--- src/rtl/vram_pkg.sv ---
// Shared definitions for the VRAM arbiter.
//   owner_t     : owner of an access travelling through the 2-stage SRAM pipe
//   cpu_state_t : CPU bus handshake state
//   VRAM_ADDR_W / VRAM_DATA_W : VRAM geometry (16K x 8)
package vram_pkg;

  localparam int unsigned VRAM_ADDR_W = 14;
  localparam int unsigned VRAM_DATA_W = 8;

  typedef enum logic [1:0] {
    NONE,
    VID,
    CRD,
    CWR
  } owner_t;

  typedef enum logic [1:0] {
    C_IDLE,
    C_WAIT,
    C_BUSY,
    C_DONE
  } cpu_state_t;

endpackage

--- src/rtl/vram_arbiter.sv ---
// VRAM arbiter: shares one single-port synchronous VRAM between the display
// fetch path (fixed latency, priority) and the Z80 CPU bus (WAIT-stalled,
// served in free slots, with a starvation limit that forces a CPU access
// through after STARVE_LIMIT consecutive lost cycles).
//
// Ports
//   pixel_clock    : single clock for arbiter, VRAM and fetch logic
//   reset          : asynchronous active-low reset
//   vid_req/addr   : one-cycle display fetch request and address
//   vid_data/valid : fetched byte, strobed 3 edges after the sampled request
//   vid_miss       : strobe, fetch dropped in favour of a starved CPU access
//   cpu_req/we/addr/wdata : CPU access (level request, stable while held)
//   cpu_rdata      : last CPU read data, held until the next read completes
//   cpu_wait       : combinational WAIT to the CPU
//   cpu_ack        : strobe, CPU access complete
//   mem_en/we/addr/wdata : registered VRAM command
//   mem_rdata      : VRAM read data, valid the cycle after the address is sampled
module vram_arbiter
  import vram_pkg::*;
#(
  parameter int unsigned ADDR_W       = VRAM_ADDR_W,
  parameter int unsigned DATA_W       = VRAM_DATA_W,
  parameter int unsigned STARVE_LIMIT = 4,
  parameter int unsigned CNT_W        = 3
) (
  input  logic              pixel_clock,
  input  logic              reset,
  input  logic              vid_req,
  input  logic [ADDR_W-1:0] vid_addr,
  output logic [DATA_W-1:0] vid_data,
  output logic              vid_data_valid,
  output logic              vid_miss,
  input  logic              cpu_req,
  input  logic              cpu_we,
  input  logic [ADDR_W-1:0] cpu_addr,
  input  logic [DATA_W-1:0] cpu_wdata,
  output logic [DATA_W-1:0] cpu_rdata,
  output logic              cpu_wait,
  output logic              cpu_ack,
  output logic              mem_en,
  output logic              mem_we,
  output logic [ADDR_W-1:0] mem_addr,
  output logic [DATA_W-1:0] mem_wdata,
  input  logic [DATA_W-1:0] mem_rdata
);

  localparam logic [CNT_W-1:0] LIMIT = CNT_W'(STARVE_LIMIT);

  cpu_state_t       cpu_state;
  cpu_state_t       cpu_state_next;
  owner_t           grant;
  owner_t           own1;
  owner_t           own2;
  logic [CNT_W-1:0] starve_cnt;
  logic             cpu_pending;
  logic             grant_cpu;
  logic             grant_vid;
  logic             lose;
  logic             ack_evt;
  logic             ack_ok;

  // Grant decode. The CPU only competes once its FSM has reached C_WAIT.
  always_comb begin
    cpu_pending = cpu_req && (cpu_state == C_WAIT);
    grant_cpu   = cpu_pending && (!vid_req || (starve_cnt == LIMIT));
    grant_vid   = vid_req && !grant_cpu;
    lose        = cpu_pending && grant_vid;
    grant       = NONE;
    if (grant_vid) begin
      grant = VID;
    end else if (grant_cpu) begin
      grant = cpu_we ? CWR : CRD;
    end
  end

  // Writes complete when the SRAM samples them (stage 1); reads when the
  // returned data is captured (stage 2). An access whose request was dropped
  // while in flight finishes in the SRAM but is not acknowledged.
  always_comb begin
    ack_evt = (own1 == CWR) || (own2 == CRD);
    ack_ok  = ack_evt && cpu_req && (cpu_state == C_BUSY);
  end

  // VRAM command register; address/data hold when idle.
  always_ff @(posedge pixel_clock or negedge reset) begin
    if (!reset) begin
      mem_en    <= 1'b0;
      mem_we    <= 1'b0;
      mem_addr  <= '0;
      mem_wdata <= '0;
      vid_miss  <= 1'b0;
    end else begin
      mem_en   <= (grant != NONE);
      mem_we   <= (grant == CWR);
      vid_miss <= vid_req && grant_cpu;
      if (grant_vid) begin
        mem_addr <= vid_addr;
      end else if (grant_cpu) begin
        mem_addr  <= cpu_addr;
        mem_wdata <= cpu_wdata;
      end
    end
  end

  // Owner pipe: stage 1 = SRAM sampling the address, stage 2 = data return.
  always_ff @(posedge pixel_clock or negedge reset) begin
    if (!reset) begin
      own1 <= NONE;
      own2 <= NONE;
    end else begin
      own1 <= grant;
      own2 <= own1;
    end
  end

  // Read data capture and completion strobes.
  always_ff @(posedge pixel_clock or negedge reset) begin
    if (!reset) begin
      vid_data       <= '0;
      vid_data_valid <= 1'b0;
      cpu_rdata      <= '0;
      cpu_ack        <= 1'b0;
    end else begin
      vid_data_valid <= (own2 == VID);
      cpu_ack        <= ack_ok;
      if (own2 == VID) begin
        vid_data <= mem_rdata;
      end
      if ((own2 == CRD) && ack_ok) begin
        cpu_rdata <= mem_rdata;
      end
    end
  end

  // Starvation counter: counts consecutive losses in C_WAIT, clears otherwise.
  always_ff @(posedge pixel_clock or negedge reset) begin
    if (!reset) begin
      starve_cnt <= '0;
    end else if (lose) begin
      if (starve_cnt != '1) begin
        starve_cnt <= starve_cnt + 1'b1;
      end
    end else begin
      starve_cnt <= '0;
    end
  end

  // CPU FSM: state register.
  always_ff @(posedge pixel_clock or negedge reset) begin
    if (!reset) begin
      cpu_state <= C_IDLE;
    end else begin
      cpu_state <= cpu_state_next;
    end
  end

  // CPU FSM: next state.
  always_comb begin
    cpu_state_next = cpu_state;
    unique case (cpu_state)
      C_IDLE: if (cpu_req) cpu_state_next = C_WAIT;
      C_WAIT: begin
        if (!cpu_req) begin
          cpu_state_next = C_IDLE;
        end else if (grant_cpu) begin
          cpu_state_next = C_BUSY;
        end
      end
      C_BUSY: begin
        if (!cpu_req) begin
          cpu_state_next = C_IDLE;
        end else if (ack_evt) begin
          cpu_state_next = C_DONE;
        end
      end
      C_DONE: if (!cpu_req) cpu_state_next = C_IDLE;
      default: cpu_state_next = C_IDLE;
    endcase
  end

  // CPU FSM: outputs.
  always_comb begin
    cpu_wait = cpu_req && (cpu_state != C_DONE);
  end

endmodule

--- config.mk ---
export PLATFORM = sky130hd
export DESIGN_NAME = vram_arbiter
export DESIGN_NICKNAME = d
export VERILOG_FILES = /design/src/rtl/vram_pkg.sv /design/src/rtl/vram_arbiter.sv
export SDC_FILE = /design/constraint.sdc
export NUM_CORES = 1
export LEC_CHECK = 0
export ABC_AREA = 1
export CAP_MARGIN = 10
export CELL_PAD_IN_SITES_DETAIL_PLACEMENT = 1
export CELL_PAD_IN_SITES_GLOBAL_PLACEMENT = 2
export CORE_MARGIN = 1.5
export CORE_UTILIZATION = 24
export DETAILED_ROUTE_END_ITERATION = 16
export PLACE_DENSITY_LB_ADDON = 0.15
export SETUP_SLACK_MARGIN = 0.02
export SLEW_MARGIN = 20
export SYNTH_ARGS = -nofsm -noshare
export SYNTH_HDL_FRONTEND = slang
export SYNTH_SLANG_ARGS = --single-unit
--- constraint.sdc ---
create_clock -name pixel_clock -period 1.6 [get_ports pixel_clock]
set_input_delay 0.32 -clock pixel_clock [delete_from_list [all_inputs] [get_ports pixel_clock]]
set_output_delay 0.32 -clock pixel_clock [all_outputs]
set_load 0.02 [all_outputs]
==> metrics.md <==
| Metric | Value |
|---|---|
| Run status | finished clean |
| Pwr/cell area | 1230 nW/um^2 |
| Gpl congestion | 0.731 |
| Yosys warns | 0 |
| DIE AREA | 10,100 um^2 |
| Number of fill cells | 1,088 |
| Num CTS Buffers | 5 |
| Final setup TNS | 0 ps |
| Mapped Avg Cell Area | 9.16 um^2 |
| Critical-path cell list | inv_1 -> ha_1 -> nand2_1 -> inv_1 -> o21ai_4 -> buf_12 -> nand3_1 -> nand3_1 |
| Synth top area cells | dfrtp_1, nand2_1, nand3_1 |
| Cells after DPL | 459 |
| DRT Pass-1 Iters | 4 |
| CP endpoint kind | flop |
| Final Skew | 7.87 ps |
| CTS Buffer Depth | 2 |
| Seq pwr share | 42.5% |
| Worst Max-Slew Pin Slew | 479 ps |
| Final setup viols | 0 |
| H-tree depth | 2 |
| Antenna violations before repair | 0 |
| Hold Vio Cnt, Final | 0 |
| Crit path launch type | flop |
| Die Y | 100 um |
| Final setup margin | 157 ps |
| All-Layer GR Usage | 14.1% |
| Leak | 1.80 nW |
| Total power | 4.30 mW |
| Via count | 2,113 |
| FP Rows | 35 |
| Crit path max fanout | 14 |
| Die width | 100 um |
| DPL Wire Length | 4.91 mm |
| Tcrit/Tclk final | 90.2% |
| Non-Filler Instances | 468 |
| Gate power share | 39.6% |
| Library cells used by synthesis | 24 |
| Core footprint | 9200 um^2 |
| Grt ovf | 0 |
| FF-to-FF setup slack | 160 ps |
| Via/cell ratio | 4.51 |
| DRT iter0 DRCs | 61 |
| Largest net degree at the start of global routing | 20 |
| CTS tree | done |
| Max Cap Violations | 0 |
| CP max stage cell | dfrtp_1 |
| Cell taking the most area after synthesis | dfrtp_1 |
| First-pass GRT wire length | 11.2 mm |
| FF+latch count, synth | 52 |
| CP required | 1840 ps |
| Drc violations | 0 |
| Slew Limit Headroom | 68.1% |
| Fmax achieved | 693 MHz |
| Crit path time final | 1440 ps |
| Max Slew Vio Count | 0 |
| Yosys top cell area share | 57.3% |
| Most frequent cells in the layout | nand2_1, dfrtp_1, clkdlybuf4s50_1 |
| Final net count | 408 |
| Worst vdd ir | 516 uV |
| Multi-input logic area | 847 um^2 |
| Clock Sinks | 52 |
| Commonest non-fill, non-tap cell in the layout | nand2_1 |
| WL/cell | 14.2 um |
| Switching Power | 1.63 mW |
| Pint | 2.67 mW |
| IO buf count | 92 |
| Root buf cell | clkbuf_8 |
| Cell Area, Synth | 2270 um^2 |
| Area Overhead vs Synth | 53.7% |
| Vias in the first global route | 2,210 |
| Syn_nets | 300 |
| Seq/Total Area, Yosys | 57.3% |
| WL final | 6.65 mm |
| Crit-path max cell delay | 400 ps |
| Hold Crit Class | flop to flop |
| Clk_lat worst skew | 300 ps |
| N_diodes | 0 |
| Worst-path clk slew | 100 ps |
| RSZ-0062 raised after global routing | false |
| Starting Density | 24.7% |
| CP Class | flop to flop |
| Share of cells above drive strength 1 | 11.2% |
| Cell count after synthesis | 248 |
| CP arrival | 1680 ps |
| Switching portion of total power | 37.9% |
| Pre-CTS setup slack | -235 ps |
| Final ANT Viol Nets | 0 |
| Clk pwr share | 17.9% |
| IO Pins | 93 |
| Sequential cell area | 1300 um^2 |
## worst max-delay path, delay by kind of cell (launching register included)
family,cells,cell delay [ps]
simple gates,3,220
compound gates,1,230
fa+ha+maj,1,210
buf+inv,3,320
flops,1,400
## state kept, by name, summed over array words and instances, names as in the netlist
register	flops
cpu_ack	1
cpu_rdata	8
cpu_state	2
mem_addr	14
mem_en	1
mem_wdata	8
mem_we	1
own1	2
own2	2
starve_cnt	3
vid_data	8
vid_data_valid	1
vid_miss	1
## worst paths after layout
| kind | from | cells after the start | end |
|---|---|---|---|
| worst min-delay path | own1[0]$_DFF_PN0_ | 0 | own2[0]$_DFF_PN0_ |
| max in group asynchronous | reset | 3 | cpu_rdata[5]$_DFFE_PN0P_ |
| worst max-delay path | starve_cnt[0]$_DFFE_PN0P_ | 8 | mem_addr[5]$_DFFE_PN0P_ |
| worst max register to register | starve_cnt[0]$_DFFE_PN0P_ | 8 | mem_addr[5]$_DFFE_PN0P_ |
| min in group asynchronous | reset | 2 | own2[0]$_DFF_PN0_ |
| worst min register to register | own1[0]$_DFF_PN0_ | 0 | own2[0]$_DFF_PN0_ |
## final cells by class
type	count	share of cell area (%)
clock buffer	5	1.97
clock inverter	3	0.645
inverter	16	1.72
multi-input combinational	169	24.2
sequential	52	37.2
tap	111	3.98
timing repair buffer	112	30.2
## power by group through the flow
stage | logic [mW] | registers [mW] | clock network (mW)
2_1_floorplan | 0.522 | 2.23 | 0
3_3_place_gp | 1.93 | 1.87 | 0
3_5_place_dp | 1.95 | 1.87 | 0
4_1_cts | 1.74 | 1.84 | 0.816
5_1_grt | 1.88 | 1.87 | 0.866
6_report | 1.70 | 1.83 | 0.770
## kinds of logic (layout without fill, tap and decap cells)
group	after synthesis	after routing	synth area share, %
AOI/OAI and AO/OA	33	33	9.80
adders and majority gates	3	3	1.65
buffers and inverters	27	136	5.45
DFF	52	52	57.3
and+or+nand+nor	133	133	25.8
## Yosys cell counts, drive strengths merged
library cell	count
nand4	1
o21ai	11
nand2	81
o211ai	16
buf	7
ha	3
inv	15
o21a	1
nand3	44
clkinv	1
dfrtp	52
a21oi	5
nor2	7
clkbuf	4
## through the flow
stage / util, % / cell area (um^2) / hold WS (ps)
2_1_floorplan: - / 2270 / 24.4
3_3_place_gp: 37.4 / 3440 / 316
3_5_place_dp: 37.4 / 3440 / 306
4_1_cts: 38.0 / 3490 / 388
5_1_grt: 38.0 / 3490 / 403
6_report: 38.0 / 3490 / 381
## layer usage
metal	vias to the layer above	wire length [um]	track usage, %
li1	1040	-	-
met1	1013	3200	19.0
met2	56	3080	23.0
met3	4	321	3.48
met4	0	52	3.25
met5	-	0	0
## timing repair
item / 4_1_cts / 5_1_grt
hold buffers: 1 / 0
buffers inserted: 0 / 0
setup endpoints to repair: 42 / 3
resized for setup: 42 / 4
hold endpoints to repair: 17 / 0
No activity file was read; power rests on OpenSTA's default activity.
